===== config.mk =====
export PLATFORM = sky130hd
export DESIGN_NAME = otter_ifetch
export DESIGN_NICKNAME = d
export VERILOG_FILES = /design/src/rtl/otter_fetch_pkg.sv /design/src/rtl/otter_fetch_fifo.sv /design/src/rtl/otter_ifetch.sv
export SDC_FILE = /design/constraint.sdc
export NUM_CORES = 1
export LEC_CHECK = 0
export ABC_AREA = 1
export BUFFER_PORTS_ARGS = -buffer_cell sky130_fd_sc_hd__buf_2
export CAP_MARGIN = 10
export CORE_ASPECT_RATIO = 0.75
export CORE_MARGIN = 2
export CORE_UTILIZATION = 55
export DETAILED_ROUTE_END_ITERATION = 7
export PLACE_DENSITY = 0.79
export RECOVER_POWER = 100
export SETUP_SLACK_MARGIN = 0.4
export SLEW_MARGIN = 5
export SYNTH_ARGS = -nofsm -noshare
export SYNTH_HDL_FRONTEND = slang
export SYNTH_HIERARCHICAL = 1
export SYNTH_SLANG_ARGS = --single-unit

===== constraint.sdc =====
create_clock -name clk -period 7.4 [get_ports clk]
set_input_delay 0.37 -clock clk [delete_from_list [all_inputs] [get_ports clk]]
set_output_delay 0.37 -clock clk [all_outputs]
set_load 0.02 [all_outputs]

===== src/rtl/otter_fetch_pkg.sv =====
// Shared definitions for the OTTER instruction fetch unit: FSM encoding,
// PC step and default reset vector.
package otter_fetch_pkg;

    localparam logic [1:0] ST_RUN   = 2'd0;
    localparam logic [1:0] ST_WAIT  = 2'd1;
    localparam logic [1:0] ST_DRAIN = 2'd2;

    localparam int unsigned PC_INCR = 4;

    localparam logic [31:0] RESET_ADDR_DEF = 32'h0000_0000;

endpackage


===== src/rtl/otter_fetch_fifo.sv =====
// Small instruction queue holding {pc, instr} entries; head is read
// combinationally, flush empties it in one cycle and beats push/pop.
module otter_fetch_fifo #(
    parameter int unsigned W     = 64,
    parameter int unsigned DEPTH = 2,
    localparam int unsigned PW   = $clog2(DEPTH),
    localparam int unsigned CW   = PW + 1
) (
    input  logic          clk,
    input  logic          clr,
    input  logic          push,
    input  logic          pop,
    input  logic          flush,
    input  logic [W-1:0]  wdata,
    output logic [W-1:0]  rdata,
    output logic [CW-1:0] count,
    output logic          empty,
    output logic          full
);

    logic [W-1:0]  store_q [DEPTH];
    logic [PW-1:0] wr_ptr_q, wr_ptr_d;
    logic [PW-1:0] rd_ptr_q, rd_ptr_d;
    logic [CW-1:0] count_q, count_d;
    logic          do_push;
    logic          do_pop;
    logic          wr_en;

    assign empty = (count_q == '0);
    assign full  = (count_q == CW'(DEPTH));
    assign count = count_q;
    assign rdata = store_q[rd_ptr_q];

    always_comb begin
        do_pop   = pop && !empty;
        do_push  = push && (!full || do_pop);
        wr_en    = do_push && !flush;
        wr_ptr_d = wr_ptr_q;
        rd_ptr_d = rd_ptr_q;
        count_d  = count_q;
        if (flush) begin
            wr_ptr_d = '0;
            rd_ptr_d = '0;
            count_d  = '0;
        end else begin
            // Pointers wrap naturally because DEPTH is a power of two.
            if (do_push) wr_ptr_d = wr_ptr_q + PW'(1);
            if (do_pop)  rd_ptr_d = rd_ptr_q + PW'(1);
            count_d = count_q + CW'(do_push) - CW'(do_pop);
        end
    end

    always_ff @(posedge clk or posedge clr) begin
        if (clr) begin
            wr_ptr_q <= '0;
            rd_ptr_q <= '0;
            count_q  <= '0;
        end else begin
            wr_ptr_q <= wr_ptr_d;
            rd_ptr_q <= rd_ptr_d;
            count_q  <= count_d;
        end
    end

    always_ff @(posedge clk) begin
        if (wr_en) store_q[wr_ptr_q] <= wdata;
    end

endmodule


===== src/rtl/otter_ifetch.sv =====
// OTTER instruction fetch: single-outstanding req/gnt/rvalid reader that
// fills a small {pc, instr} queue drained by decode; redirect flushes.
module otter_ifetch
    import otter_fetch_pkg::*;
#(
    parameter int unsigned    AW         = 32,
    parameter int unsigned    DW         = 32,
    parameter int unsigned    DEPTH      = 2,
    parameter logic [AW-1:0]  RESET_ADDR = AW'(RESET_ADDR_DEF)
) (
    input  logic          clk,
    input  logic          clr,
    input  logic          redirect,
    input  logic [AW-1:0] redirect_pc,
    output logic          mem_req,
    output logic [AW-1:0] mem_addr,
    input  logic          mem_gnt,
    input  logic          mem_rvalid,
    input  logic [DW-1:0] mem_rdata,
    output logic          ir_valid,
    output logic [DW-1:0] ir_data,
    output logic [AW-1:0] ir_pc,
    input  logic          ir_ready
);

    localparam int unsigned   CW         = $clog2(DEPTH) + 1;
    localparam logic [AW-1:0] ALIGN_MASK = {{(AW-2){1'b1}}, 2'b00};

    logic [1:0]       state_q, state_d;
    logic [AW-1:0]    fetch_addr_q, fetch_addr_d;
    logic [AW-1:0]    req_pc_q, req_pc_d;
    logic             mem_req_q, mem_req_d;
    logic [AW-1:0]    redirect_tgt;
    logic             slot_free;

    logic             fifo_push;
    logic             fifo_pop;
    logic             fifo_flush;
    logic [AW+DW-1:0] fifo_wdata;
    logic [AW+DW-1:0] fifo_head;
    logic [CW-1:0]    fifo_count;
    logic             fifo_empty;
    logic             fifo_full;

    assign redirect_tgt = redirect_pc & ALIGN_MASK;
    assign fifo_flush   = redirect;
    assign fifo_pop     = !fifo_empty && ir_ready;
    assign fifo_wdata   = {req_pc_q, mem_rdata};

    otter_fetch_fifo #(
        .W     (AW + DW),
        .DEPTH (DEPTH)
    ) u_fifo (
        .clk   (clk),
        .clr   (clr),
        .push  (fifo_push),
        .pop   (fifo_pop),
        .flush (fifo_flush),
        .wdata (fifo_wdata),
        .rdata (fifo_head),
        .count (fifo_count),
        .empty (fifo_empty),
        .full  (fifo_full)
    );

    always_comb begin
        state_d      = state_q;
        fetch_addr_d = fetch_addr_q;
        req_pc_d     = req_pc_q;
        fifo_push    = 1'b0;
        case (state_q)
            ST_RUN: begin
                // A redirect coinciding with a grant still owes us a response.
                if (mem_req_q && mem_gnt) begin
                    req_pc_d     = fetch_addr_q;
                    fetch_addr_d = fetch_addr_q + AW'(PC_INCR);
                    state_d      = redirect ? ST_DRAIN : ST_WAIT;
                end
            end
            ST_WAIT: begin
                if (mem_rvalid) begin
                    fifo_push = !redirect;
                    state_d   = ST_RUN;
                end else if (redirect) begin
                    state_d = ST_DRAIN;
                end
            end
            ST_DRAIN: begin
                if (mem_rvalid) state_d = ST_RUN;
            end
            default: state_d = ST_RUN;
        endcase
        if (redirect) fetch_addr_d = redirect_tgt;
    end

    // Occupancy after this edge decides whether the next request may issue.
    always_comb begin
        if (fifo_flush) begin
            slot_free = 1'b1;
        end else if (fifo_push) begin
            slot_free = fifo_pop || (fifo_count < CW'(DEPTH - 1));
        end else begin
            slot_free = fifo_pop || !fifo_full;
        end
        mem_req_d = (state_d == ST_RUN) && slot_free;
    end

    always_ff @(posedge clk or posedge clr) begin
        if (clr) begin
            state_q      <= ST_RUN;
            fetch_addr_q <= RESET_ADDR;
            mem_req_q    <= 1'b0;
        end else begin
            state_q      <= state_d;
            fetch_addr_q <= fetch_addr_d;
            mem_req_q    <= mem_req_d;
        end
    end

    always_ff @(posedge clk) begin
        req_pc_q <= req_pc_d;
    end

    assign mem_req  = mem_req_q;
    assign mem_addr = fetch_addr_q;
    assign ir_valid = !fifo_empty;
    assign ir_data  = fifo_empty ? '0 : fifo_head[DW-1:0];
    assign ir_pc    = fifo_empty ? '0 : fifo_head[AW+DW-1:DW];

endmodule


## Word level (Yosys, flattened, before mapping)

Memories as Yosys holds them, arrays and structs flattened.
Cells that the tools add are included.

| storage, ports and cells | value |
|---|---|
| flip-flop bits (word level) | 71 |
| memory bits (writable) | 128 |
| input port bits | 70 |
| output and inout port bits | 98 |
| memories kept | 1 |

Memories:

| memory | words | width | read ports | clocked after memory_dff | write ports | line | source |
|---|---|---|---|---|---|---|---|
| u_fifo.store_q | 2 | 64 | 1 | 0 | 1 | otter_fetch_fifo.sv:21 | `logic [W-1:0] store_q [DEPTH];` |

| operators by class | value |
|---|---|
| $add $sub $neg | 5 |
| $lt $le $gt $ge | 1 |
| equal/unequal tests | 3 |
| muxes and demuxes | 22 |
| reductions and logical operators | 21 |

Operators by type and width:

| operator | number |
|---|---|
| 2-to-1 mux 32 bit | 5 |
| adder 32 x 3 -> 32 bit (second input constant) | 1 |
| 2-to-1 mux 2 bit | 6 |
| 2-to-1 mux 1 bit | 10 |
| nonzero test 2 bit | 4 |
| logical AND 1 bit | 6 |
| logical NOT 2 bit | 3 |
| one-hot mux 2 bit (3 select lines) | 1 |
| equality test 2 bit (second input constant) | 2 |
| AND reduction 2 bit | 2 |
| logical NOT 1 bit | 3 |
| logical OR 1 bit | 3 |
| adder 1 bit (second input constant) | 2 |
| adder 2 x 1 -> 2 bit | 1 |
| equality test 2 x 1 -> 1 bit (second input constant) | 1 |
| < comparator 2 x 1 -> 1 bit (second input constant) | 1 |
| subtractor 2 x 1 -> 2 bit | 1 |

## Longest topological paths before layout

| depth | value |
|---|---|
| depth in word-level cells | 9 |
| gate-level depth with buffers | 16 |
| gate-level depth less buffers | 15 |

## By module

The synthesis kept the hierarchy.

By module, submodules not included:

| module | times used | cells an instance | area each (um2) | seq. area each (um2) |
|---|---|---|---|---|
| otter_fetch_fifo | 1 | 374 | 4956.0 | 3943.8 |
| otter_ifetch | 1 | 517 | 3827.4 | 1726.7 |

## Worst setup path before layout

Ideal clock, no wire load.

| timing path | value |
|---|---|
| path type | reg-to-reg |
| start point | register u_fifo.count_q[0] (netlist: u_fifo/count[0]) |
| end point | memory u_fifo.store_q[1][0] (enable) |
| setup time | 0.565 ns |
| arrival | 5.490 ns |
| path slack | 1.345 ns |
| stages on the path, launching flop included | 10 |
| path buffers | 1 |
| period minus slack after synthesis | 6.055 ns |
| path through | dfrtp_1 -> inv_1 -> nand2_1 -> inv_1 -> buf_2 -> nor2_1 -> inv_1 -> nand2_1 -> nand2_1 -> nor3_1 |

| between the ends | value |
|---|---|
| cells in the longest elaborated chain, start to end | 9 |
| elaborated cells on any way between the ends | 11 |
| those cells by class | 1 x eq/ne; 2 x mux; 8 x reduce/logical |

RTL lines:

| element | line | source |
|---|---|---|
| start: declaration | otter_fetch_fifo.sv:24 | `logic [CW-1:0] count_q, count_d;` |
| start signal: assignment | otter_fetch_fifo.sv:61 | `count_q <= count_d;` |
| logical NOT 2 bit | otter_fetch_fifo.sv:29 | `assign empty = (count_q == '0);` |
| via fifo_empty | otter_ifetch.sv:42 | `logic fifo_empty;` |
| logical NOT 1 bit | otter_ifetch.sv:47 | `assign fifo_pop = !fifo_empty && ir_ready;` |
| logical AND 1 bit | otter_ifetch.sv:47 |  |
| via fifo_pop | otter_ifetch.sv:37 | `logic fifo_pop;` |
| logical AND 1 bit | otter_fetch_fifo.sv:35 | `do_pop = pop && !empty;` |
| logical OR 1 bit | otter_fetch_fifo.sv:36 | `do_push = push && (!full \|\| do_pop);` |
| logical AND 1 bit | otter_fetch_fifo.sv:36 |  |
| logical AND 1 bit | otter_fetch_fifo.sv:37 | `wr_en = do_push && !flush;` |
| 2-to-1 mux 1 bit | otter_fetch_fifo.sv:66 | `if (wr_en) store_q[wr_ptr_q] <= wdata;` |
| 2-to-1 mux 1 bit (implied by the code) | otter_fetch_fifo.sv:66 |  |
| end: declaration | otter_fetch_fifo.sv:21 |  |

The timed path passes the listed nets, and every way through them passes these cells.

## Final worst setup path

| timing path | value |
|---|---|
| start point | register state_q[1] |
| end point | register fetch_addr_q[20] (netlist: mem_addr[20]) |

| between the ends | value |
|---|---|
| cells in the longest elaborated chain, start to end | 3 |

RTL lines:

| element | line | source |
|---|---|---|
| start: declaration | otter_ifetch.sv:29 | `logic [1:0] state_q, state_d;` |
| start signal: assignment | otter_ifetch.sv:114 | `state_q <= state_d;` |
| logical NOT 2 bit | otter_ifetch.sv:71 | `case (state_q)` |
| nonzero test 2 bit (no line) | -- |  |
| AND reduction 2 bit (no line) | -- |  |
| end signal: assignment | otter_ifetch.sv:115 | `fetch_addr_q <= fetch_addr_d;` |
| end: declaration | otter_ifetch.sv:30 | `logic [AW-1:0] fetch_addr_q, fetch_addr_d;` |

No other way between the ends.
A chain may end at the register's enable or synchronous reset.

==> results.ini <==
[outcome]
status = finished with violations
violations = max-capacitance violations, max-slew violations

[timing]
holdWs_ns = 0.125
slew_headroom = -1.25
fmax_mhz = 199
finalHoldViolCount = 0
fin_setup_tns_ns = 0
worst_slew_pin_slew_ns = 3.36
fin_crit_sh = 0.678
layout_min_cycle_time_ns = 5.02
finalMaxSlewViolations = 141
grt_setup_unrepaired = no
setup_viol = 0
fin_skew_ns = 0.00879

[die]
die_h_um = 113
die_w_um = 150
ios = 168
num_rows = 39
core_area_um2 = 15400
start_util = 0.570
fp.dieArea_um2 = 17000

[power_and_ir_drop]
pwr_density_cell_nw_per_um2 = 270
leakagePower_nw = 4.32
power_mw = 2.73
vdd_ir_drop_max_mv = 0.203

[grt]
grt_pass1_wl_um = 29300
grt_use_total = 0.229
antenna_found_initial = 1
gr-total-overflow = 0
grt_pass1_vias = 5783
grt_max_degree = 68

[yosys]
synth_most_common_cell = nand2_1
ys_warn_count = 6
synth_seq_area_share = 0.646
synth_edf_count = 158
netlist_area_um2 = 8780
netlist_instances = 891
yosysTopAreaCellShare = 0.540
ys_types = 39
synthTopCellsByArea = edfxtp_1, nand2_1, dfrtp_1, nor2_1, inv_1
synth-seq-cells = 195
yosysTopAreaCell = edfxtp_1
postSynthAreaPerCell_um2 = 9.86
ys.flop_type = edfxtp_1
async_flop_share = 0.190
synth_common_cells = nand2_1, edfxtp_1, nor2_1, inv_1, nand3_1

[place]
dp_hpwl_um = 12100
place_congestion = 0.890
io_buffers = 163

[clock_tree]
cts_tree = built
clk_pin_slew_worst_paths_ns = 0.07
insertion_delay_ns = 0.43
htreeDepth = 4
clockBufferDepth = 2
post_cts_buffers = 0
clkSinkCount = 195
cts-root-buf = clkbuf_16
numCtsBuffers = 17

[worst_setup_path]
critPathMaxStageDelay_ns = 2.43
worstSetupPathType = reg2reg
cp_max_fo = 38
cp_slowest_cell = nor2_1
crit_arrival_ns = 5.33
startpoint_type = flip-flop
worstPathCellList = inv_1 > nand2_4 > nor2_1 > inv_4 > nand2_1 > clkinvlp_2 > nand2_1 > nand2_1 > o21bai_1
crit_top_cell = nand2_1
cp.required_ns = 7.71
crit_path_end_kind = flip-flop

[final_layout]
final_nets = 1127
drive_gt1_frac = 0.113
area_growth_pct = 15.2

[routing]
ant_nets = 0
drtPass1Iterations = 5
viasPerCell = 4.96
wl_um = 18600
vias = 6313
remaining_drc_errors = 0
wl_per_cell_um = 14.6
drt_iter0_markers = 511

[flow_run]
cap_violations = 3

[worst_hold_path]
hp-class = in2reg

placed cells by master (no fill, tap or decap), types with 2 or more instances in the layout:
cell	n
o211ai_1	3
nand2_2	6
buf_2	55
nor2_2	5
inv_2	2
conb_1	6
inv_6	5
dfrtp_1	36
nor2_4	7
o21bai_1	6
nand3_1	39
clkinv_1	6
nand2_1	319
nor2_1	121
xnor2_1	3
nand2_4	4
o21ai_0	9
a21oi_2	2
clkbuf_16	17
edfxtp_1	158
inv_1	105
clkbuf_1	109
a21oi_1	6
a22oi_1	2
ha_1	2
xor2_1	8
buf_4	4
inv_8	3
nor3_1	2
bufinv_16	2
flip-flops by register name (all words and copies together) (netlist names):
register / flops
u_fifo/store_q: 128
u_fifo/rd_ptr_q: 1
mem_addr: 30
mem_req: 1
state_q: 2
u_fifo/wr_ptr_q: 1
u_fifo/count: 2
req_pc_q: 30
power breakdown:
part	internal, mW	total, mW	switching, mW
sequential	1.33	1.43	0.104
combinational	0.104	0.379	0.274
clock	0.509	0.919	0.410
total	1.94	2.73	0.789
logic make-up (layout without fill, tap and decap cells):
family,count (synthesis),in the layout,synth area share
DFF,195,195,0.646
and+or+nand+nor,508,508,0.242
other,1,7,0.000427
AOI/OAI and AO/OA,32,32,0.0234
xor gates and xnor gates,11,11,0.0110
buffers and inverters,142,314,0.0751
adders and majority gates,2,2,0.00285
timing repair:
action / 4_1_cts / 5_1_grt
hold buffers: 1 / 0
hold endpoints to repair: 4 / 0
resized for setup: 0 / 0
layer usage:
metal  global-route usage  part of all wire  vias up
met5                    0                 0        -
met4               0.0774             0.024        0
met3               0.0540             0.080       38
met2                0.360              0.46      242
met1                0.317              0.44     2897
li1                     -                 -     3136
metrics by stage:
step / utilization / instances / cell area [um^2] / setup WS [ns]
global route: 0.656 / 1274 / 10100 / 2.03
detailed placement: 0.629 / 1240 / 9690 / 4.28
CTS: 0.668 / 1273 / 10300 / 4.27
floorplan: - / 896 / 8800 / 1.34
finish: 0.656 / 1274 / 10100 / 2.38
global placement: 0.629 / 1240 / 9690 / 4.33
worst max-delay path: cells and delay by family (launching register included):
| kind | cells | cell delay, ns |
|---|---|---|
| AND/OR/NAND/NOR | 5 | 3.25 |
| buffers and inverters | 3 | 1.08 |
| flip-flops | 1 | 0.40 |
| AO/OA/AOI/OAI | 1 | 0.15 |
path summary, 6_finish.rpt:
| kind | from | endpoint | slack [ns] | cells after the start |
|---|---|---|---|---|
| min in group asynchronous | clr | u_fifo/wr_ptr_q | 0.36 | 3 |
| max in group asynchronous | clr | mem_addr[26] | 5.17 | 4 |
| max | state_q[1] | mem_addr[20] | 2.38 | 9 |
| min reg2reg | req_pc_q[16] | u_fifo/store_q[1][48] | 0.44 | 0 |
| min | mem_rdata[13] | u_fifo/store_q[1][13] | 0.12 | 1 |
| max reg2reg | state_q[1] | mem_addr[20] | 2.38 | 9 |
area by class of cell:
cell class	count	area, um^2
flip-flops and latches	195	5670
multi-input cells	559	2440
clock inverters	15	170
fillers	1249	5300
diodes	1	2.50
clock buffers	17	425
well taps	205	256
inverters	112	424
repair buffers	170	729
Power figures use the tool's default switching activity.
